--- config.mk ---
export PLATFORM = sky130hd
export DESIGN_NAME = uart_apb_host
export DESIGN_NICKNAME = d
export VERILOG_FILES = /design/src/rtl/uart_apb_host.sv
export SDC_FILE = /design/constraint.sdc
export NUM_CORES = 1
export LEC_CHECK = 0
export CORE_ASPECT_RATIO = 0.6
export CORE_MARGIN = 2
export CORE_UTILIZATION = 40
export CTS_BUF_LIST = sky130_fd_sc_hd__clkbuf_8
export DETAILED_ROUTE_END_ITERATION = 12
export PLACE_DENSITY_LB_ADDON = 0.12
export SETUP_SLACK_MARGIN = 0.3
export SLEW_MARGIN = 20
export SYNTH_ARGS = -nofsm -noshare
export SYNTH_HDL_FRONTEND = slang
export SYNTH_SLANG_ARGS = --single-unit
--- constraint.sdc ---
create_clock -name clk -period 6.3 [get_ports clk]
set_clock_uncertainty 0.1 [all_clocks]
set_input_delay 1.26 -clock clk [delete_from_list [all_inputs] [get_ports clk]]
set_output_delay 1.26 -clock clk [all_outputs]
set_load 0.05 [all_outputs]
--- src/rtl/uart_apb_host.sv ---
// rtl/uart_apb_host.sv - APB3 register front end driving the UART core byte interface
//
// Purpose:
//   Bus responder between the system APB fabric and the UART core. It converts
//   register accesses into single-cycle push and pop strobes on the core's TX
//   and RX buffers. It inserts wait states while a buffer is full or empty,
//   owns the baud divisor register and raises a level interrupt.
//
// Register map (decoded on paddr[3:2], paddr[1:0] must be 0):
//   0x0 DATA   write pushes pwdata[7:0] to TX, read pops the RX head byte
//   0x4 STATUS bit0 rx_empty, bit1 tx_full, bit2 irq (read-only, writes ignored)
//   0x8 DIV    baud divisor [DIV_WIDTH-1:0]
//   0xC CTRL   bit0 rx_irq_en, bit1 tx_irq_en, bit2 block_en
//
// Ports:
//   clk, reset_n          clock, synchronous active-low reset
//   psel .. pwdata        APB3 request inputs
//   prdata, pready,
//   pslverr               APB3 response outputs (registered)
//   w_data, wr_uart       TX buffer byte and push strobe
//   tx_full               TX buffer full
//   r_data, rd_uart       RX buffer head byte and pop strobe
//   rx_empty              RX buffer empty
//   timer_final_value     baud generator final value (mirrors DIV)
//   irq                   level interrupt (registered)

module uart_apb_host #(
  parameter int DIV_WIDTH = 11,
  parameter int DIV_RESET = 650,
  parameter int WAIT_MAX  = 1023
) (
  input  logic                 clk,
  input  logic                 reset_n,
  input  logic                 psel,
  input  logic                 penable,
  input  logic                 pwrite,
  input  logic [3:0]           paddr,
  input  logic [31:0]          pwdata,
  output logic [31:0]          prdata,
  output logic                 pready,
  output logic                 pslverr,
  output logic [7:0]           w_data,
  output logic                 wr_uart,
  input  logic                 tx_full,
  input  logic [7:0]           r_data,
  output logic                 rd_uart,
  input  logic                 rx_empty,
  output logic [DIV_WIDTH-1:0] timer_final_value,
  output logic                 irq
);

  localparam int WCW = $clog2(WAIT_MAX + 1);
  // The stall counter starts at 0 on STALL entry, so this value marks the
  // last of WAIT_MAX stall cycles.
  localparam logic [WCW-1:0] WAIT_LAST = WCW'(WAIT_MAX - 1);

  typedef enum logic [1:0] {
    S_IDLE,
    S_DECIDE,
    S_STALL,
    S_DONE
  } state_t;

  state_t               r_state;
  logic [WCW-1:0]       r_wait;
  logic [DIV_WIDTH-1:0] r_div;
  logic [2:0]           r_ctrl;
  logic [DIV_WIDTH-1:0] r_wdata;
  logic                 r_wr_div;
  logic                 r_wr_ctrl;

  logic                 w_addr_ok;
  logic                 w_is_data;
  logic                 w_data_rdy;
  logic [31:0]          w_rd_val;
  logic                 w_unused;

  assign w_addr_ok  = (paddr[1:0] == 2'b00);
  assign w_is_data  = (paddr[3:2] == 2'd0);
  // A DATA access can complete when its buffer has room (write) or a byte (read).
  assign w_data_rdy = pwrite ? ~tx_full : ~rx_empty;

  assign timer_final_value = r_div;

  // Upper write-data bits have no register behind them.
  assign w_unused = &{1'b0, pwdata[31:DIV_WIDTH]};

  // Read value for the non-DATA registers, sampled in the deciding cycle.
  always_comb begin
    w_rd_val = '0;
    case (paddr[3:2])
      2'd1:    w_rd_val[2:0] = {irq, tx_full, rx_empty};
      2'd2:    w_rd_val[DIV_WIDTH-1:0] = r_div;
      2'd3:    w_rd_val[2:0] = r_ctrl;
      default: w_rd_val = '0;
    endcase
  end

  always_ff @(posedge clk) begin
    if (!reset_n) begin
      r_state   <= S_IDLE;
      r_wait    <= '0;
      r_div     <= DIV_WIDTH'(DIV_RESET);
      r_ctrl    <= '0;
      r_wdata   <= '0;
      r_wr_div  <= 1'b0;
      r_wr_ctrl <= 1'b0;
      prdata    <= '0;
      pready    <= 1'b0;
      pslverr   <= 1'b0;
      w_data    <= '0;
      wr_uart   <= 1'b0;
      rd_uart   <= 1'b0;
      irq       <= 1'b0;
    end else begin
      irq <= (r_ctrl[0] & ~rx_empty) | (r_ctrl[1] & ~tx_full);

      // Response and strobes are single-cycle pulses; only the transition
      // into DONE raises them.
      pready  <= 1'b0;
      pslverr <= 1'b0;
      wr_uart <= 1'b0;
      rd_uart <= 1'b0;

      case (r_state)
        S_IDLE: begin
          // Entered on the setup phase so that the decision lands at the end
          // of the first access cycle, giving exactly one wait state.
          if (psel) begin
            r_state <= S_DECIDE;
          end
        end

        S_DECIDE: begin
          if (!psel) begin
            r_state <= S_IDLE;
          end else if (penable) begin
            if (!w_addr_ok) begin
              r_state <= S_DONE;
              pready  <= 1'b1;
              pslverr <= 1'b1;
              prdata  <= '0;
            end else if (!w_is_data) begin
              r_state <= S_DONE;
              pready  <= 1'b1;
              if (pwrite) begin
                // Register writes commit on the edge that closes DONE.
                r_wdata   <= pwdata[DIV_WIDTH-1:0];
                r_wr_div  <= (paddr[3:2] == 2'd2);
                r_wr_ctrl <= (paddr[3:2] == 2'd3);
              end else begin
                prdata <= w_rd_val;
              end
            end else if (w_data_rdy) begin
              r_state <= S_DONE;
              pready  <= 1'b1;
              if (pwrite) begin
                wr_uart <= 1'b1;
                w_data  <= pwdata[7:0];
              end else begin
                rd_uart <= 1'b1;
                prdata  <= {24'h0, r_data};
              end
            end else if (r_ctrl[2]) begin
              r_state <= S_STALL;
              r_wait  <= '0;
            end else begin
              r_state <= S_DONE;
              pready  <= 1'b1;
              pslverr <= 1'b1;
              prdata  <= '0;
            end
          end
        end

        S_STALL: begin
          if (!psel) begin
            r_state <= S_IDLE;
          end else if (w_data_rdy) begin
            r_state <= S_DONE;
            pready  <= 1'b1;
            if (pwrite) begin
              wr_uart <= 1'b1;
              w_data  <= pwdata[7:0];
            end else begin
              rd_uart <= 1'b1;
              prdata  <= {24'h0, r_data};
            end
          end else if (r_wait == WAIT_LAST) begin
            r_state <= S_DONE;
            pready  <= 1'b1;
            pslverr <= 1'b1;
            prdata  <= '0;
          end else begin
            r_wait <= r_wait + 1'b1;
          end
        end

        S_DONE: begin
          r_state <= S_IDLE;
          if (r_wr_div) begin
            r_div <= r_wdata;
          end
          if (r_wr_ctrl) begin
            r_ctrl <= r_wdata[2:0];
          end
          r_wr_div  <= 1'b0;
          r_wr_ctrl <= 1'b0;
        end

        default: begin
          r_state <= S_IDLE;
        end
      endcase
    end
  end

endmodule
* Yosys cells after proc, flatten, opt, wreduce, memory -nomap -nowiden
Index checks and enable logic that the tools add are counted.
** Storage, ports and cells
- Bits of input ports :: 51
- Bits in registers :: 84
- Output and inout port bits :: 56
- Logic and storage cells :: 148
** Operators by class
- Bitwise gates (word level) :: 6
- Equality and inequality tests :: 24
- Multiplexer cells :: 90
- $add $sub $neg :: 1
- Reduce and logical (&&, ||, !) cells :: 13
** Operators with widths (number)
- 32-bit 2-to-1 mux :: 11
- 10-bit 2-to-1 mux :: 9
- 8-bit 2-to-1 mux :: 8
- 32-bit one-hot mux with 2 select lines :: 1
- 1-bit 2-to-1 mux :: 45
- 2-bit inequality test, second input constant :: 12
- 10-bit one-hot mux with 2 select lines :: 1
- 6-bit AND reduction :: 3
- 8-bit one-hot mux with 2 select lines :: 1
- 2-bit 2-to-1 mux :: 6
- 1-bit one-hot mux with 2 select lines :: 6
- 10-bit by 1-bit adder with 10-bit output, second input constant :: 1
- 10-bit equality test, second input constant :: 1
- 10-bit AND reduction :: 1
- 3-bit one-hot mux with 3 select lines :: 1
- 2-bit equality test, second input constant :: 4
- 4-bit inequality test, second input constant :: 2
- 2-bit one-hot mux with 4 select lines :: 1
- 7-bit AND reduction :: 1
- 2-bit zero test :: 3
- 3-bit inequality test, second input constant :: 2
- 5-bit inequality test, second input constant :: 1
- 2-bit by 1-bit equality test with 1-bit output, second input constant :: 2
- 2-bit AND reduction :: 2
- 5 further kinds :: 9

* Longest topological paths before layout
- Depth in word-level cells :: 8
- Gate-level depth with buffers :: 9
- Gate-level depth less buffers :: 7

* Worst setup path after synthesis
OpenSTA, ideal clock, no wires.
- Kind :: input -> register
- Start point :: input port paddr[3]
- End point :: register r_wait[6]
- Setup time :: 0.072 ns
- Data arrival time :: 2.550 ns
- Buffers on the path :: 1
- Data required time :: 6.128 ns
- Slack :: 3.578 ns
- Stages on the path :: 6
- Cells stage by stage :: nor4_4 and3_2 o221ai_4 buf_2 nor4_2 mux2i_1
** Between the ends
- Word-level cells in the longest chain between the ends :: 3
** RTL lines
- from (decl) :: RTL line 37 : input logic [3:0] paddr,
- 2-bit zero test :: RTL line 79 : assign w_is_data = (paddr[3:2] == 2'd0);
- 2-bit inequality test (no line)
- 10-bit AND reduction (no line)
- to (signal assigned) :: RTL line 195 : r_wait <= r_wait + 1'b1;
- to (decl) :: RTL line 65 : logic [WCW-1:0] r_wait;
No other way between the ends.
A chain may end at the register's enable or synchronous reset.

* Final worst setup path
- Start point :: input port pwrite
- End point :: register r_wr_div
** Between the ends
- Word-level cells in the longest chain between the ends :: 2
** RTL lines
- from (decl) :: RTL line 36 : input logic pwrite,
- 2-bit inequality test (no line)
- 6-bit AND reduction (no line)
- to (signal assigned) :: RTL line 149 : r_wr_div <= (paddr[3:2] == 2'd2);
- to (decl) :: RTL line 69 : logic r_wr_div;
No other way between the ends.

==> results.cfg <==
[outcome]
status = complete, no violations

[critical_path]
worst-setup-path-type = input pin to flip-flop
crit_required_ns = 6.51
crit_arrival_ns = 4.13
r2r-end = prdata[0]$_SDFFE_PN0P_
worstSetupStartpoint = pwrite
ff2ff_path_depth = 8
worstReg2RegStart = r_state[0]$_SDFFE_PN0P_
r2r_setup_slack_ns = 3.43
endpoint = r_wr_div$_SDFFE_PN0P_
startpoint_type = input pin
end_kind = flip-flop
crit_fanout = 15

[clock_tree]
clock_latency_ns = 0.37
cts_buffers = 9
max-clock-path-buffers = 2
path_clk_slew_ns = 0.09
root_buffer = clkbuf_8
hold_buffers = 0
post_cts_buffers = 0
tritoncts = done
htreeDepth = 3
cts_sinks = 84
cts_resized = 0

[floorplan]
ios = 107
die_area_um2 = 9840
fp.dieW_um = 127
fp.coreArea_um2 = 8650
start_util_pct = 41.8
row_count = 26
die_height_um = 77.7

[logic_synthesis]
synth-seq-cells = 84
syn_nets = 459
synth-edff-count = 0
syn_area_per_cell_um2 = 9.02
ys_types = 50
synthFlopType = dfxtp_1
ys_seq_area_share_pct = 46.5
synthCells = 401
ys_warn_count = 0
synth_area_um2 = 3620
async_flop_share_pct = 0

[routing]
wire_per_inst_um = 15.7
drtIter0Drc = 228
firstDrtPassIters = 4
route.antenna.remaining_nets = 0
vias = 3149
drc = 0
totalWireLength_um = 9280
vias_per_cell = 5.33

[global_route]
first_global_vias = 2967
grtUsageTotal_pct = 19.8
grt_pass1_wl_um = 15300
antenna_found_initial = 0
grt_max_degree = 45
grt_overflow = 0

[timing]
hold_viol_final = 0
tightest_slew_ns = 0.993
rsz0062_at_grt = false
period_needed_ns = 3.92
timing.setup.tns_ns = 0
post-route-period-util_pct = 62.2
max_slew_margin_pct = 33.6
fmax_mhz = 255
slew_violations = 0
setup_viol = 0

[layout]
drive_gt1_share_pct = 6.05
final_common_cell = clkdlybuf4s50_1
final_cell_mix = clkdlybuf4s50_1, dfxtp_1, nor2_1
antenna_cells = 0
area.growth.synth_to_final_pct = 30.2
final_area_um2 = 4710
nNetsFinal = 532
final_core_util_pct = 54.4

[placement]
routabilityCongestion = 0.819
post_dp_cell_area_um2 = 4520
hpwl_um = 6650
port-buffer-count = 85

[power]
p_per_area_nw_per_um2 = 218
ir_drop_mv = 0.135
p_leak_nw = 1.80

[job]
drv_cap = 0

[hold_path]
hp-class = flip-flop to flip-flop
-- logic make-up (layout without fill, tap and decap cells) --
logic type	after synthesis	in the layout	synth area share [%]
flip-flops	84	84	46.5
adder cells (fa/ha/maj)	7	7	2.42
multiplexers	30	30	8.34
buffers and inverters	37	115	4.29
AND/OR/NAND/NOR	163	163	23.5
AO/OA/AOI/OAI	80	80	15.0
-- registers in the layout, summed over array words and instances (netlist names) --
signal,cells
prdata,32
r_wdata,11
timer_final_value,11
r_wait,10
w_data,8
r_ctrl,3
r_state,2
irq,1
pready,1
pslverr,1
r_wr_ctrl,1
r_wr_div,1
rd_uart,1
wr_uart,1
-- cell usage after synthesis (3+ instances only) --
cell type	count	area, um2
or3_1	3	18.8
and3_1	25	156
or4_1	7	52.6
dfxtp_1	84	1680
nand4_1	4	25.0
and4_1	3	26.3
nor2_1	41	154
o21ai_0	7	35.0
nand3_1	23	115
mux2i_1	29	290
clkbuf_1	16	60.1
a221oi_1	4	35.0
a21oi_1	35	175
o31ai_1	10	75.1
ha_1	7	87.6
nand2_1	39	146
inv_1	11	41.3
buf_2	7	35.0
o32ai_1	4	35.0
-- through the flow --
| step | hold WS [ns] | setup WS, ns | total power [W] | std cells |
|---|---|---|---|---|
| finish | 0.361 | 2.38 | 0.00103 | 591 |
| global route | 0.389 | 2.22 | 0.00107 | 591 |
| CTS | 0.359 | 2.38 | 0.00104 | 591 |
| detailed placement | 0.346 | 2.01 | 0.000662 | 575 |
| global placement | 0.343 | 2.05 | 0.000660 | 575 |
| floorplan | 0.332 | 3.58 | 0.000620 | 401 |
-- critical path, stage by stage --
cell,delay [ns]
clkdlybuf4s50_1,0.96
o21a_1,0.24
nand4_1,0.78
or4_1,0.73
a21oi_1,0.15
-- layout make-up --
type | instances | area, um2
clock buffers | 9 | 124
well taps | 112 | 140
repair buffers | 88 | 873
inverters | 11 | 41.3
flip-flops and latches | 84 | 1680
multi-input cells | 280 | 1780
clock inverters | 7 | 68.8
fillers | 797 | 3940
-- routing by layer --
metal	share of wire [%]	track usage, %	routed length (um)	up-vias
li1	-	-	-	1591
met1	54	29.7	5000	1458
met2	39	27.2	3660	92
met3	5.7	6.14	533	8
met4	0.96	5.05	89	0
met5	0	0	0	-
-- worst min path at each step --
stage / from / end / slack [ns] / depth (start not counted)
global route: r_wdata[8]$_SDFFE_PN0P_ / timer_final_value[8]$_SDFFE_PN0P_ / 0.39 / 2
floorplan: r_wdata[10]$_SDFFE_PN0P_ / timer_final_value[10]$_SDFFE_PN0P_ / 0.33 / 2
finish: r_wdata[4]$_SDFFE_PN0P_ / timer_final_value[4]$_SDFFE_PN0P_ / 0.36 / 2
CTS: r_wdata[8]$_SDFFE_PN0P_ / timer_final_value[8]$_SDFFE_PN0P_ / 0.36 / 2
detailed placement: r_wdata[5]$_SDFFE_PN0P_ / timer_final_value[5]$_SDFFE_PN0P_ / 0.35 / 2
global placement: r_wdata[8]$_SDFFE_PN0P_ / timer_final_value[8]$_SDFFE_PN0P_ / 0.34 / 2
-- report_power, final --
group          switching [W]  internal (W)  leakage [nW]
clock network       0.000223      0.000153        0.0915
logic              0.0000709     0.0000417          1.03
registers         0.00000354      0.000535         0.677
total               0.000297      0.000730          1.80
Power figures use the tool's default switching activity.
